File: src/rtl/signal_playback_pkg.sv
// Shared types and constants for the signal BRAM playback sequencer.
package signal_playback_pkg;

  typedef enum logic [1:0] {
    IDLE  = 2'd0,
    RUN   = 2'd1,
    FLUSH = 2'd2
  } state_t;

  localparam int SAMPLES_PER_PERIOD = 1024;
  localparam int INDEX_WIDTH        = 10;

endpackage

File: src/rtl/ce_prescaler.sv
// Rate divider: counts 0..div and wraps, tick marks the terminal count.
module ce_prescaler #(
  parameter int DIV_WIDTH = 16
) (
  input  logic                 clk,
  input  logic                 rstn,
  input  logic                 clr,
  input  logic                 en,
  input  logic [DIV_WIDTH-1:0] div,
  output logic                 tick
);

  logic [DIV_WIDTH-1:0] count;

  always_ff @(posedge clk or negedge rstn) begin
    if (!rstn) begin
      count <= '0;
    end else if (clr) begin
      count <= '0;
    end else if (en) begin
      count <= (count == div) ? '0 : count + 1'b1;
    end
  end

  // Decoded from registers only, so ce has no path from any input.
  assign tick = (count == div);

endmodule

File: src/rtl/signal_playback_ctrl.sv
// Playback sequencer: paces the BRAM reader with a programmable ce, counts
// samples and periods, and aligns a valid/index strobe with the reader output.
module signal_playback_ctrl
  import signal_playback_pkg::*;
#(
  parameter int DIV_WIDTH = 16,
  parameter int PER_WIDTH = 16
) (
  input  logic                   clk,
  input  logic                   rstn,
  input  logic                   i_start,
  input  logic                   i_stop,
  input  logic                   i_continuous,
  input  logic [DIV_WIDTH-1:0]   i_div,
  input  logic [PER_WIDTH-1:0]   i_periods,
  output logic                   o_ce,
  output logic                   o_reader_rstn,
  output logic                   o_valid,
  output logic [INDEX_WIDTH-1:0] o_index,
  output logic [PER_WIDTH-1:0]   o_period_cnt,
  output logic                   o_busy,
  output logic                   o_done,
  output logic                   o_aborted
);

  state_t                 state_q, state_d;
  logic                   start_run;
  logic                   tick;
  logic                   ce;
  logic                   last_sample;
  logic                   last_period;
  logic [DIV_WIDTH-1:0]   div_q;
  logic                   cont_q;
  logic [PER_WIDTH-1:0]   periods_q;
  logic [INDEX_WIDTH-1:0] idx_q;
  logic [PER_WIDTH-1:0]   period_cnt_q;
  logic                   aborted_q;
  logic                   reader_rstn_q;
  logic                   vld_p1;
  logic [INDEX_WIDTH-1:0] index_p1;

  ce_prescaler #(.DIV_WIDTH(DIV_WIDTH)) u_prescaler (
    .clk  (clk),
    .rstn (rstn),
    .clr  (state_q != RUN),
    .en   (state_q == RUN),
    .div  (div_q),
    .tick (tick)
  );

  assign ce          = (state_q == RUN) && tick;
  assign last_sample = (idx_q == INDEX_WIDTH'(SAMPLES_PER_PERIOD - 1));
  assign last_period = (period_cnt_q == periods_q - PER_WIDTH'(1));

  always_comb begin
    state_d   = state_q;
    start_run = 1'b0;
    case (state_q)
      IDLE: begin
        if (i_start && !i_stop) begin
          state_d   = RUN;
          start_run = 1'b1;
        end
      end
      RUN: begin
        if (i_stop || (ce && last_sample && !cont_q && last_period)) begin
          state_d = FLUSH;
        end
      end
      FLUSH:   state_d = IDLE;
      default: state_d = IDLE;
    endcase
  end

  // Stage p0: control state, run configuration and sample/period counters.
  always_ff @(posedge clk or negedge rstn) begin
    if (!rstn) begin
      state_q       <= IDLE;
      div_q         <= '0;
      cont_q        <= 1'b0;
      periods_q     <= '0;
      idx_q         <= '0;
      period_cnt_q  <= '0;
      aborted_q     <= 1'b0;
      reader_rstn_q <= 1'b0;
    end else begin
      state_q       <= state_d;
      reader_rstn_q <= (state_d != IDLE);
      if (start_run) begin
        div_q        <= i_div;
        cont_q       <= i_continuous;
        periods_q    <= (i_periods == '0) ? PER_WIDTH'(1) : i_periods;
        idx_q        <= '0;
        period_cnt_q <= '0;
        aborted_q    <= 1'b0;
      end else begin
        if (ce) begin
          idx_q <= idx_q + 1'b1;
          // Saturation only matters in continuous mode; single-shot stops first.
          if (last_sample && !(cont_q && (&period_cnt_q))) begin
            period_cnt_q <= period_cnt_q + 1'b1;
          end
        end
        if ((state_q == RUN) && i_stop) begin
          aborted_q <= 1'b1;
        end
      end
    end
  end

  // Stage p1: valid/index aligned with the reader's registered output.
  always_ff @(posedge clk or negedge rstn) begin
    if (!rstn) begin
      vld_p1   <= 1'b0;
      index_p1 <= '0;
    end else begin
      vld_p1 <= ce;
      if (ce) begin
        index_p1 <= idx_q;
      end
    end
  end

  assign o_ce          = ce;
  assign o_reader_rstn = reader_rstn_q;
  assign o_valid       = vld_p1;
  assign o_index       = index_p1;
  assign o_period_cnt  = period_cnt_q;
  assign o_busy        = (state_q == RUN) || (state_q == FLUSH);
  assign o_done        = (state_q == FLUSH);
  assign o_aborted     = aborted_q;

endmodule

File: config.mk
export PLATFORM = sky130hd
export DESIGN_NAME = signal_playback_ctrl
export DESIGN_NICKNAME = d
export VERILOG_FILES = /design/src/rtl/signal_playback_pkg.sv /design/src/rtl/ce_prescaler.sv /design/src/rtl/signal_playback_ctrl.sv
export SDC_FILE = /design/constraint.sdc
export NUM_CORES = 1
export LEC_CHECK = 0
export CAP_MARGIN = 20
export CORE_MARGIN = 2
export CORE_UTILIZATION = 35
export DETAILED_ROUTE_END_ITERATION = 12
export GPL_ROUTABILITY_DRIVEN = 0
export SETUP_SLACK_MARGIN = 0.4
export SYNTH_ARGS = -nofsm -noshare
export SYNTH_HDL_FRONTEND = slang
export SYNTH_HIERARCHICAL = 1
export SYNTH_SLANG_ARGS = --single-unit
File: constraint.sdc
create_clock -name clk -period 3.3 [get_ports clk]
set_input_delay 0.66 -clock clk [delete_from_list [all_inputs] [get_ports clk]]
set_output_delay 0.66 -clock clk [all_outputs]
set_load 0.005 [all_outputs]
# Word-level counts from Yosys, hierarchy flattened
# Index checks and enable logic that the tools add are counted.
# totals
reg_bits	90
inputBits	37
output_inout_bits	32
elab_cells	59
# classes
add_sub_neg	4
n_eq_ne	6
muxes	16
reduce_logical	22
# op_table
op	count
$mux 16	7
$add 16x1->16 const B	2
$eq 16x16->1	2
$mux 10	2
$logic_not 16->1	1
$reduce_and 16->1	1
$sub 16x1->16 const B	1
$add 10x1->10 const B	1
$eq 10x10->1 const B	1
$reduce_bool 2->1	5
$logic_and 1x1->1	8
$mux 1	4
$mux 2	2
$pmux 2 s2	1
$logic_not 1->1	3
$eq 2x1->1 const B	1
$eq 2x2->1 const B	1
$logic_not 2->1	1
$logic_or 1x1->1	2
$ne 2x1->1 const B	1
$reduce_and 2->1	1

# Depth between registers and ports, before layout
# depth
ltp_word	9
mapped_depth	12
ltp_nobuf	10

# Cells and area by module
# The synthesis kept the hierarchy.
# modules_own_cells
mod	instances	cells_per_inst	area_each_um2	seq_area_each_um2
signal_playback_ctrl	1	401	3694.8	1851.8
ce_prescaler	1	129	1256.2	400.4

# Least setup slack after synthesis
# No wires, ideal clock.
# synth_timing
path_kind	register -> register
startpoint	register u_prescaler.count[5]
endpoint	register period_cnt_q[14] (netlist: o_period_cnt[14])
setup_ns	0.078
arrival_ns	2.941
required_time_ns	3.222
path_slack_ns	0.281
stages_incl_launch_ff	13
path_buffers	2
synth_period_minus_slack_ns	3.019
cell_sequence	dfrtp_1 > buf_4 > xnor2_2 > nand4_1 > nor4_4 > buf_6 > and4_1 > nand4_1 > a21oi_2 > nand2_1 > or2_1 > or3_1 > a21oi_1
# synth_between
elab_chain_len	4
# synth_rtl
item	line	rtl
from (decl)	ce_prescaler.sv:13	logic [DIV_WIDTH-1:0] count;
from (signal assigned)	ce_prescaler.sv:21	count <= (count == div) ? '0 : count + 1'b1;
$eq 16x16->1	ce_prescaler.sv:26	assign tick = (count == div);
via tick	signal_playback_ctrl.sv:28	logic tick;
$logic_and 1x1->1	signal_playback_ctrl.sv:51	assign ce = (state_q == RUN) && tick;
$reduce_bool 2->1 (no source line)	-	
$reduce_and 2->1 (no source line)	-	
to (signal assigned)	signal_playback_ctrl.sv:101	period_cnt_q <= period_cnt_q + 1'b1;
to (decl)	signal_playback_ctrl.sv:36	logic [PER_WIDTH-1:0] period_cnt_q;
# The timed path passes the listed nets, and every way through them passes these cells.
# A chain may end at the register's enable or synchronous reset.

# Worst setup path in the final report
# layout_timing
startpoint	register u_prescaler.count[14]
endpoint	register period_cnt_q[12] (netlist: o_period_cnt[12])
# The elaborated chain is that of the path after synthesis.

==> flow_summary.yaml <==
status:
  outcome: "finished clean"
logic_synthesis:
  synth_top_area_cell: "dfrtp_1"
  synth-seq-cells: 90
  synth_compound_area_share_pct: 7.430
  synth-seq-area-share_pct: 45.49
  avgSynthCellArea_um2: 9.342
  syn_nets: 574
  syn-cell-area_um2: 4951
  yosys_warnings: 6
  synth_top_flop_cell: "dfrtp_1"
  postSynthCellCount: 530
  yosys.area.top_type_share_pct: 45.49
  yosys-top-cells-area: "dfrtp_1 45%, nand2_1 9.9%, xnor2_1 7.6%"
  synth_cell_type_count: 52
  synthXorXnorAreaFrac_pct: 11.12
  yosys.area_share.simple_pct: 26.00
  muxShareOfSynthArea_pct: 4.726
  synth_fa_ha_area_share_pct: 1.769
  synth_top_family_by_area: "simple AND/OR/NAND/NOR gates"
  async_reset_ff_share_pct: 100.0
  synth_edf_count: 0
critical_path:
  r2r.worst_path.cells: 10
  worstReg2RegEnd: "o_period_cnt[12]"
  slowest_stage: "dfrtp_1"
  cp-startpoint: "u_prescaler/count[14]"
  crit_end: "o_period_cnt[12]"
  rrSetupSlack_ns: 0.51
  required_ns: 3.57
  crit_chain: "xnor2_1, nand4_1, nor4_4, and4_4, nand4_1, a21oi_4, nand2_2, or2_4, or3_1, a21oi_1"
  rr_startpoint: "u_prescaler/count[14]"
  path_common_cell: "nand4_1"
  path_max_fanout: 5
  startpoint_type: "register"
  max_stage_delay_ns: 0.43
  cp_data_arrival_time_ns: 3.06
  cp-end-kind: "register"
  critical_path_class: "reg -> reg"
finish:
  n_fill_cell: 1313
  insertedDiodeCount: 0
  syn_to_final_growth_pct: 27.55
  drive_gt1_share_pct: 15.27
  fin_nets: 648
sta:
  slew_headroom_pct: 57.43
  period_minus_slack_ns: 2.794
  hold_viol: 0
  clock.fmax_mhz: 357.9
  setup_viol: 0
  holdWs_ns: 0.3312
  tns_ns: 0
  period_share_pct: 84.67
  drv_slew: 0
  tightest_slew_ns: 0.6385
  fin_worst_skew_ns: 0.009509
  rsz0062_at_grt: "yes"
floorplanning:
  dieArea_um2: 15110
  initial_core_util_pct: 35.81
  fp.coreArea_um2: 13830
  num_rows: 43
  die_h_um: 122.9
  die_width_um: 122.9
  ios: 69
clock_tree:
  cts_tree: "yes"
  insertion_delay_ns: 0.35
  htree_levels: 3
  cts_buffers: 9
  clock-sinks: 90
  clk_transition_reported_paths_ns: 0.07
  clk_path_buf_depth: 2
  cts_root_buf: "clkbuf_16"
  hold_buffers: 0
detailed_routing:
  routed_wl_um: 11940
  ant_nets: 0
  drt_iter0_drc: 191
  vias: 3973
  drcViolationCount: 0
  vias_per_cell: 5.035
  drtPass1Iterations: 4
  detail_route.wl_per_cell_um: 15.14
power_and_ir_drop:
  p_leak_nw: 2.616
  ir_worst_vdd_v: 0.0002379
  pwr_density_cell_nw_per_um2: 618.2
placed_design:
  hpwlAfterDp_um: 8346
  io_buffer_count: 68
grt:
  grt_max_degree: 51
  antenna_found_initial: 0
  grt_usage_pct: 16.90
  grt_first_pass_wirelength_um: 19800
  grt_pass1_vias: 3911
  grt_overflow: 0
min_path:
  hold_class: "in -> async"
run:
  drv_cap: 0
## repair_timing
item	in CTS	in global routing
endpoints found under the setup margin	9	10
gates resized for setup	8	13
pin swaps	5	8
buffers inserted	10	5
## how the worst min path moves through the flow
stage                   end  slack (ns)      start
3_5_place_dp       div_q[9]        0.49   div_q[9]
6_report       periods_q[5]        0.33       rstn
2_1_floorplan        cont_q        0.36       rstn
4_1_cts        periods_q[5]        0.35       rstn
5_1_grt        periods_q[5]        0.38       rstn
3_3_place_gp      div_q[10]        0.48  div_q[10]
## registers in the layout, summed over array words and instances (netlist names)
| signal | cells |
|---|---|
| cont_q | 1 |
| div_q | 16 |
| idx_q | 10 |
| o_aborted | 1 |
| o_index | 10 |
| o_period_cnt | 16 |
| o_reader_rstn | 1 |
| o_valid | 1 |
| periods_q | 16 |
| state_q | 2 |
| u_prescaler/count | 16 |
## cell families after synthesis
family	Yosys count
and+or+nand+nor	261
adders and majority gates	7
muxes	22
xor gates and xnor gates	62
DFF	90
AOI/OAI and AO/OA	48
buffers and inverters	40
## synthesized netlist by cell type, types with 2 or more instances
| cell | number |
|---|---|
| nand2_1 | 131 |
| dfrtp_1 | 90 |
| nor2_1 | 44 |
| xnor2_1 | 43 |
| clkbuf_1 | 21 |
| xor2_1 | 18 |
| nand4_1 | 14 |
| inv_1 | 13 |
| a21oi_1 | 11 |
| mux2_2 | 11 |
| mux2i_1 | 11 |
| nand3_1 | 10 |
| o21ai_0 | 10 |
| nor3_1 | 9 |
| ha_1 | 7 |
| nor4_2 | 7 |
| or3_1 | 7 |
| a2111oi_2 | 6 |
| a211oi_1 | 6 |
| nand2b_1 | 6 |
| nor4_1 | 6 |
| and3_1 | 4 |
| nand3b_1 | 4 |
| o32ai_1 | 3 |
| or4_1 | 3 |
| a2111oi_0 | 2 |
| and4_1 | 2 |
| buf_2 | 2 |
| buf_6 | 2 |
| nand4_2 | 2 |
| nor4_4 | 2 |
| nor4b_1 | 2 |
| or2_2 | 2 |
## metrics by stage
stage                     worst slack, ns  utilization [%]  instance area (um^2)  instances  total power, mW
after floorplan                    0.3856                -                  4969        530            2.430
after global placement             0.3986            42.14                  5827        758            2.810
after detailed placement           0.2942            42.14                  5827        758            2.837
after CTS                          0.4230            45.00                  6222        784            3.922
after global routing               0.3382            45.67                  6315        789            4.167
final                              0.5058            45.67                  6315        789            3.904
## layout by cell type, fill, tap and decap left out, drive strengths merged, types with 10 or more instances in the layout
cell type      synthesis  final
clkdlybuf4s50          0     66
xnor2                 44     44
nand3                 11     11
dfrtp                 90     90
xor2                  18     18
nor2                  44     44
buf                    6     23
mux2i                 11     11
mux2                  11     11
nand4                 16     16
o21ai                 10     10
a21oi                 12     12
nand2                131    131
nor4                  15     15
inv                   13     15
## critical path, delay by kind of cell, from the launching register on
family	cells	cell delay (ns)
xor+xnor	1	0.19
compound gates	2	0.38
flops	1	0.43
simple gates	7	1.69
## area by class of cell
cell class,instances,area [um^2],area share (%)
sequential,90,2262,35.82
inverter,13,48.80,0.7727
clock inverter,7,76.32,1.209
timing repair buffer,90,870.8,13.79
clock buffer,9,225.2,3.566
multi-input combinational,400,2606,41.27
tap,180,225.2,3.566
## per-layer routing
metal | up-vias | track usage (%) | share of wire, %
met5 | - | 0 | 0
met4 | 0 | 7.328 | 2.1
met3 | 13 | 2.583 | 3.3
met2 | 82 | 25.97 | 46
met1 | 1918 | 23.69 | 48
li1 | 1960 | - | -
## power by group
group	switching, mW	internal [mW]
clock network	0.452	0.592
registers	0.300	1.34
logic	0.657	0.563
No activity file was read; power rests on OpenSTA's default activity.
